<file path="src/rtl/pipe_stage_skid_pkg.sv">
// Shared definitions for the skid-buffered pipeline stage register.
package pipe_stage_skid_pkg;

  // Occupancy states: EMPTY (no entry), HALF (main only), FULL (main + skid).
  typedef enum logic [1:0] {
    PSKID_EMPTY = 2'd0,
    PSKID_HALF  = 2'd1,
    PSKID_FULL  = 2'd2
  } pskid_state_e;

  // Width of the entry counter.
  localparam int unsigned PSKID_CNT_W = 2;

  // Bubble payload for the IF/ID stage: NOP instruction in the low word.
  localparam logic [31:0] PSKID_FLUSH_IFID = 32'h0000_0013;

endpackage

</file>
<file path="src/rtl/pipe_stage_skid_reg.sv">
// Enable-loaded register with synchronous reset to a parameterised value.
module pipe_stage_skid_reg #(
  parameter int unsigned           WIDTH     = 32,
  parameter logic [WIDTH-1:0]      RESET_VAL = '0
) (
  input  logic             clk,
  input  logic             rst,
  input  logic             en,
  input  logic [WIDTH-1:0] d,
  output logic [WIDTH-1:0] q
);

  // Load only when enabled so unselected inputs never reach the register.
  always_ff @(posedge clk) begin
    if (rst)     q <= RESET_VAL;
    else if (en) q <= d;
  end

endmodule

</file>
<file path="src/rtl/pipe_stage_skid.sv">
// Pipeline stage register with a 2-entry skid buffer and flush.
module pipe_stage_skid
  import pipe_stage_skid_pkg::*;
#(
  parameter int unsigned      WIDTH     = 32,
  parameter logic [WIDTH-1:0] RESET_VAL = '0,
  parameter logic [WIDTH-1:0] FLUSH_VAL = '0
) (
  input  logic                   clk,
  input  logic                   rst,
  input  logic                   flush_i,
  input  logic                   in_valid_i,
  output logic                   in_ready_o,
  input  logic [WIDTH-1:0]       in_data_i,
  output logic                   out_valid_o,
  input  logic                   out_ready_i,
  output logic [WIDTH-1:0]       out_data_o,
  output logic [PSKID_CNT_W-1:0] count_o
);

  pskid_state_e     state, state_n;
  logic             main_valid, skid_valid;
  logic             main_valid_n, skid_valid_n;
  logic             main_en, skid_en;
  logic [WIDTH-1:0] main_d, main_q, skid_q;
  logic             accept, emit;

  assign accept = in_valid_i & in_ready_o;
  assign emit   = out_valid_o & out_ready_i;

  // Next-state and register-enable decode; flush overrides every handshake.
  always_comb begin
    state_n      = state;
    main_valid_n = main_valid;
    skid_valid_n = skid_valid;
    main_en      = 1'b0;
    main_d       = in_data_i;
    skid_en      = 1'b0;
    if (flush_i) begin
      state_n      = PSKID_EMPTY;
      main_valid_n = 1'b0;
      skid_valid_n = 1'b0;
      main_en      = 1'b1;
      main_d       = FLUSH_VAL;
    end else begin
      case (state)
        PSKID_EMPTY: begin
          if (accept) begin
            main_en      = 1'b1;
            main_valid_n = 1'b1;
            state_n      = PSKID_HALF;
          end
        end
        PSKID_HALF: begin
          if (accept && emit) begin
            main_en = 1'b1;
          end else if (accept) begin
            skid_en      = 1'b1;
            skid_valid_n = 1'b1;
            state_n      = PSKID_FULL;
          end else if (emit) begin
            // Main keeps the emitted payload as its idle value.
            main_valid_n = 1'b0;
            state_n      = PSKID_EMPTY;
          end
        end
        PSKID_FULL: begin
          if (emit) begin
            main_en      = 1'b1;
            main_d       = skid_q;
            skid_valid_n = 1'b0;
            state_n      = PSKID_HALF;
          end
        end
        default: begin
          state_n      = PSKID_EMPTY;
          main_valid_n = 1'b0;
          skid_valid_n = 1'b0;
        end
      endcase
    end
  end

  // Occupancy state register.
  always_ff @(posedge clk) begin
    if (rst) state <= PSKID_EMPTY;
    else     state <= state_n;
  end

  pipe_stage_skid_reg #(.WIDTH(WIDTH), .RESET_VAL(RESET_VAL)) u_main_data (
    .clk(clk), .rst(rst), .en(main_en), .d(main_d), .q(main_q)
  );

  pipe_stage_skid_reg #(.WIDTH(WIDTH), .RESET_VAL(RESET_VAL)) u_skid_data (
    .clk(clk), .rst(rst), .en(skid_en), .d(in_data_i), .q(skid_q)
  );

  pipe_stage_skid_reg #(.WIDTH(1), .RESET_VAL(1'b0)) u_main_valid (
    .clk(clk), .rst(rst), .en(1'b1), .d(main_valid_n), .q(main_valid)
  );

  pipe_stage_skid_reg #(.WIDTH(1), .RESET_VAL(1'b0)) u_skid_valid (
    .clk(clk), .rst(rst), .en(1'b1), .d(skid_valid_n), .q(skid_valid)
  );

  assign out_valid_o = main_valid;
  assign out_data_o  = main_q;
  assign in_ready_o  = ~skid_valid;
  assign count_o     = {1'b0, main_valid} + {1'b0, skid_valid};

endmodule
</file>
<file path="config.mk">
export PLATFORM = sky130hd
export DESIGN_NAME = pipe_stage_skid
export DESIGN_NICKNAME = d
export VERILOG_FILES = /design/src/rtl/pipe_stage_skid_pkg.sv /design/src/rtl/pipe_stage_skid_reg.sv /design/src/rtl/pipe_stage_skid.sv
export SDC_FILE = /design/constraint.sdc
export NUM_CORES = 1
export LEC_CHECK = 0
export ABC_AREA = 0
export CORE_MARGIN = 8
export CORE_UTILIZATION = 30
export DETAILED_ROUTE_END_ITERATION = 7
export PLACE_DENSITY = 0.55
export SLEW_MARGIN = 20
export SYNTH_ARGS = -nofsm -noshare
export SYNTH_HDL_FRONTEND = slang
export SYNTH_SLANG_ARGS = --single-unit
</file>
<file path="constraint.sdc">
create_clock -name clk -period 3.52 [get_ports clk]
set_input_delay 0.704 -clock clk [delete_from_list [all_inputs] [get_ports clk]]
set_output_delay 0.704 -clock clk [all_outputs]
set_load 0.005 [all_outputs]
</file>
======== After elaboration in Yosys (flattened, before gate mapping) ========
Index checks and enable logic that the tools add are counted.
cells by class
  add/sub/neg operators ................... 1
  shift operators ......................... 0
  reductions and logical operators ........ 6
  order comparisons ....................... 0
  multiply operators ...................... 0
  eq/ne operators ......................... 9
  mux-type cells .......................... 24
  bitwise operators ....................... 5
  divide/modulo/power cells ............... 0
operator list
  kind                                                                   count
  32-bit two-way mux                                                     3
  1-bit two-way mux                                                      12
  2-bit != test, second input constant                                   6
  2-bit two-way mux                                                      5
  1-bit case mux with 3 select lines                                     3
  4-bit AND reduction                                                    2
  2-bit case mux with 3 select lines                                     1
  5-bit AND reduction                                                    1
  3-bit != test, second input constant                                   1
  1-bit inverter                                                         3
  1-bit by 1-bit adder with 2-bit output                                 1
  1-bit AND                                                              2
  2-bit by 1-bit equality test with 1-bit output, second input constant  1
  2-bit equality test, second input constant                             1
  2-bit zero test                                                        1
  2-bit OR reduction                                                     1
  1-bit logical AND                                                      1
storage, ports and cells
  logic and storage cells ................. 50
  memories kept ........................... 0
  latch bits .............................. 0
  memory bits (writable) .................. 0
  memory bits (read-only) ................. 0
  flip-flop bits (word level) ............. 68

======== Depth between registers and ports, before layout ========
  depth in word-level cells ............... 6
  depth in mapped cells ................... 6
  mapped depth without buffers ............ 3

======== By module ========
Synthesis repeated with hierarchy kept, for this count alone.
unflattened totals
  cells, all modules ...................... 353
  area, all modules ....................... 3,088.0 um^2
modules (own cells, without submodules)
  module                                  cells an instance  seq. area each (um^2)  instances  area an instance (um^2)
  pipe_stage_skid_reg (u_main_data ...)   103                640.6                  2          1,163.6
  pipe_stage_skid                         141                40.0                   1          693.2
  pipe_stage_skid_reg (u_main_valid ...)  3                  20.0                   2          33.8

======== Worst setup path before layout ========
Ideal clock, no wire load.
  path type ............................... input to register
  start point ............................. in in_valid_i
  end point ............................... reg u_skid_data.q[15]
  cell stages on the path ................. 5
  setup time .............................. 0.132 ns
  slack ................................... 1.820 ns
  buffers on the path ..................... 2
  data arrival time ....................... 1.568 ns
  path through ............................ or3b_1 buf_6 buf_6 o31ai_1 a21oi_1
on the way
  cells in the longest elaborated chain, start to end .. 5
ends and longest elaborated chain
  item                                                    RTL line                                      text
  from (decl)                                             pipe_stage_skid.sv:12                         input logic in_valid_i,
  1-bit AND (*)                                           pipe_stage_skid.sv:28                         assign accept = in_valid_i & in_ready_o;
  1-bit two-way mux or 1-bit logical AND (tied branches)  pipe_stage_skid.sv:57, pipe_stage_skid.sv:55
  1-bit two-way mux (*)                                   pipe_stage_skid.sv:55                         if (accept && emit) begin
  1-bit two-way mux (*)                                   pipe_stage_skid.sv:46                         case (state)
  1-bit two-way mux (*)                                   pipe_stage_skid.sv:39                         if (flush_i) begin
  to (signal assigned)                                    pipe_stage_skid_reg.sv:15                     if (rst) q <= RESET_VAL;
  to (signal assigned)                                    pipe_stage_skid_reg.sv:16                     else if (en) q <= d;
  to (decl)                                               pipe_stage_skid_reg.sv:10                     output logic [WIDTH-1:0] q
Every way passes the cells marked *; elsewhere a longest branch is shown, timed or not.
A chain may end at the register's enable or synchronous reset.

======== Worst setup path in the final report ========
  start point ............................. in in_valid_i
  end point ............................... reg u_skid_data.q[25]
Same word-level chain as after synthesis.

==> impl_metrics.yaml <==
timing:
  fin_hold_ws_ns: 0.467
  setup_viol: 0
  finalHoldViolations: 0
  timing.fmax_ghz: 0.406
  relSlewSlack_pct: 35.4
  fin_skew_ns: 0.00589
  rsz0062_at_grt: "no"
  worstMarginPinSlew_ns: 0.969
  finalCritPeriodShare_pct: 70.0
  slew_violations: 0
  finalCriticalPeriod_ns: 2.46
  setup_tns_ns: 0
die:
  die_y_um: 121
  rows: 38
  core-area_mm2: 0.0108
  start_util_pct: 30.7
  die-area_mm2: 0.0146
  die_x_um: 121
  io_pins: 73
critical_path:
  reg2reg_slack_ns: 1.54
  critical_path.cell_chain: "clkdlybuf4s50_1, or3b_2, buf_12, o31ai_2, a21oi_1"
  crit_fanout: 34
  r2r_start: "u_skid_valid.q"
  cp_top_family: "buffers and inverters"
  startpoint: "in_valid_i"
  r2r_cells: 4
  max_stage_delay_ns: 0.82
  crit_path_end_kind: "flop"
  crit_path_end: "u_skid_data.q[25]"
  worst-path-stages: 5
  crit_required_ns: 3.74
  crit_path_top_delay_cell: "or3b_2"
  crit_type: "in2reg"
  rr_endpoint: "u_skid_data.q[25]"
  start_kind: "input pin"
  arrival_ns: 2.68
  crit_buf_inv: 2
layout:
  drive_gt1_share_pct: 14.6
  antenna_cells: 0
  area_growth_pct: 28.6
  final_nets: 451
clock_network:
  cts_setup_buffers: 0
  post_cts_resized: 0
  cts_hold_buf: 0
  cts.sinks: 68
  cts_inserted_buffers: 9
  cts_buffer_depth: 2
  root_buffer: "clkbuf_8"
  htree_levels: 3
  cts_tree: "yes"
  clkTransAtPathRegs_ns: 0.07
  clkLatencyLatePin_ns: 0.35
global_route:
  first_global_vias: 3067
  globalRouteTotalUtil_pct: 13.4
  grt_pass1_wl_mm: 15.8
  gr-total-overflow: 0
  antenna_found_initial: 0
  grt_max_degree: 66
yosys:
  synth-simple-area-share_pct: 15.7
  synth-xor-area-share_pct: 0
  yosys_register_bits: 68
  muxShareOfSynthArea_pct: 0
  yosysSeqAreaShare_pct: 41.1
  syn_area_per_cell_um2: 9.02
  synth_compound_area_share_pct: 34.6
  synth_top_family_by_area: "compound AO/OA/AOI/OAI gates"
  syn_area_mm2: 0.00331
  synth_cell_types: 31
  synth_fa_ha_area_share_pct: 0.378
  yosys_warnings: 0
  syn-num-nets: 405
  synthCells: 367
min_path:
  hp-class: "reg2reg"
detailed_routing:
  ant_nets: 0
  drtIter0Drc: 227
  avgViaCountPerCell: 5.57
  avgRoutedWirePerCell_um: 17.1
  dr.pass1.iters: 4
  routed_wl_mm: 9.56
  drc_errors: 0
  vias: 3106
placed_design:
  dp_hpwl_mm: 5.86
  gp_congestion: 0.795
  io_buffers: 72
status:
  status: "complete, no violations"
job:
  max_cap_viol_count: 0
pwr:
  power-per-cell-area_mw_per_mm2: 385
  ir_drop_uv: 178
  leakagePower_nw: 1.28
[power by group]
part	switching (mW)	internal, mW
clock network	0.287	0.314
logic	0.130	0.106
registers	0.0137	0.789
total	0.431	1.21
[worst min-delay path by stage]
stage                                  from                end  slack, ns  cells past startpoint
after floorplan           u_skid_data.q[13]  u_skid_data.q[13]       0.45                      2
final                      u_skid_data.q[1]   u_skid_data.q[1]       0.47                      2
after detailed placement   u_skid_data.q[1]   u_skid_data.q[1]       0.46                      2
after global routing      u_skid_data.q[23]  u_skid_data.q[23]       0.49                      2
after global placement    u_skid_data.q[14]  u_skid_data.q[14]       0.45                      2
after CTS                  u_skid_data.q[1]   u_skid_data.q[1]       0.47                      2
[per-layer routing]
layer	track usage [%]	up-vias	wire [um]
li1	-	1496	-
met1	16.1	1521	4130
met2	21.8	78	4720
met3	4.14	11	548
met4	5.07	0	164
met5	0	-	0
[cell type report]
| cell class | count | area, um2 |
|---|---|---|
| clock buffers | 15 | 176 |
| clock inverters | 1 | 5.00 |
| fillers | 1070 | 6540 |
| inverters | 3 | 11.3 |
| multi-input cells | 247 | 1700 |
| flip-flops and latches | 68 | 1360 |
| well taps | 140 | 175 |
| repair buffers | 84 | 831 |
[metrics by stage]
step           util, %  power, mW  worst slack, ns  instance area [um2]  instances
6_report          39.4       1.64             1.06                 4260        558
3_3_place_gp      37.8       1.06            0.733                 4080        542
4_1_cts           39.4       1.66             1.07                 4260        558
3_5_place_dp      37.8       1.06            0.715                 4080        542
5_1_grt           39.4       1.72            0.970                 4260        558
2_1_floorplan        -      0.951             1.82                 3310        367
[layout by cell type (no fill, tap or decap), types with 2 or more instances in the layout]
master           instances
a21oi_1                 35
a31oi_1                 32
buf_12                   2
buf_4                   10
clkbuf_1                 3
clkbuf_8                12
clkdlybuf4s50_1         71
dfxtp_1                 68
inv_1                    3
nand3_1                 33
nand4b_1                33
o21ai_0                 66
o31ai_1                  3
o31ai_2                 29
[cell families (layout without fill, tap and decap cells)]
| kind of cell | count (synthesis) | after routing |
|---|---|---|
| AO/OA/AOI/OAI | 171 | 171 |
| buffers and inverters | 52 | 103 |
| flip-flops | 68 | 68 |
| AND/OR/NAND/NOR | 75 | 75 |
| adder cells (fa/ha/maj) | 1 | 1 |
[flip-flops by register name, indices dropped and copies added, names as in the netlist]
name            flops
u_main_data.q      32
u_skid_data.q      32
state               2
u_main_valid.q      1
u_skid_valid.q      1
[worst reg2reg max path: stages, from the launching register on]
cell and delay (ns):
dfxtp_1 0.38, or3b_2 0.85, buf_12 0.33, o31ai_2 0.20, a21oi_1 0.10
[Yosys cell counts]
cell type / n / area (um2)
ha_1: 1 / 12.5
a21boi_2: 1 / 11.3
o31ai_2: 29 / 363
a2111oi_0: 1 / 8.76
a21oi_1: 35 / 175
nor2b_1: 1 / 6.26
inv_1: 3 / 11.3
or2_2: 1 / 6.26
buf_2: 15 / 75.1
or3b_1: 1 / 8.76
buf_6: 5 / 56.3
o211ai_1: 1 / 7.51
buf_4: 5 / 37.5
o21bai_1: 1 / 7.51
nand4b_1: 33 / 289
o21a_1: 1 / 7.51
nor3b_2: 1 / 12.5
nand3_1: 33 / 165
nand2_1: 1 / 3.75
a31oi_1: 32 / 200
buf_1: 1 / 3.75
o31ai_1: 3 / 22.5
a21bo_2: 1 / 10.0
nor2_1: 1 / 3.75
clkbuf_2: 3 / 15.0
nor3_1: 1 / 5.00
o21ai_0: 66 / 330
dfxtp_1: 68 / 1360
clkbuf_1: 20 / 75.1
and3_1: 1 / 6.26
nand4bb_1: 1 / 11.3
(Power assumes the default switching activity.)
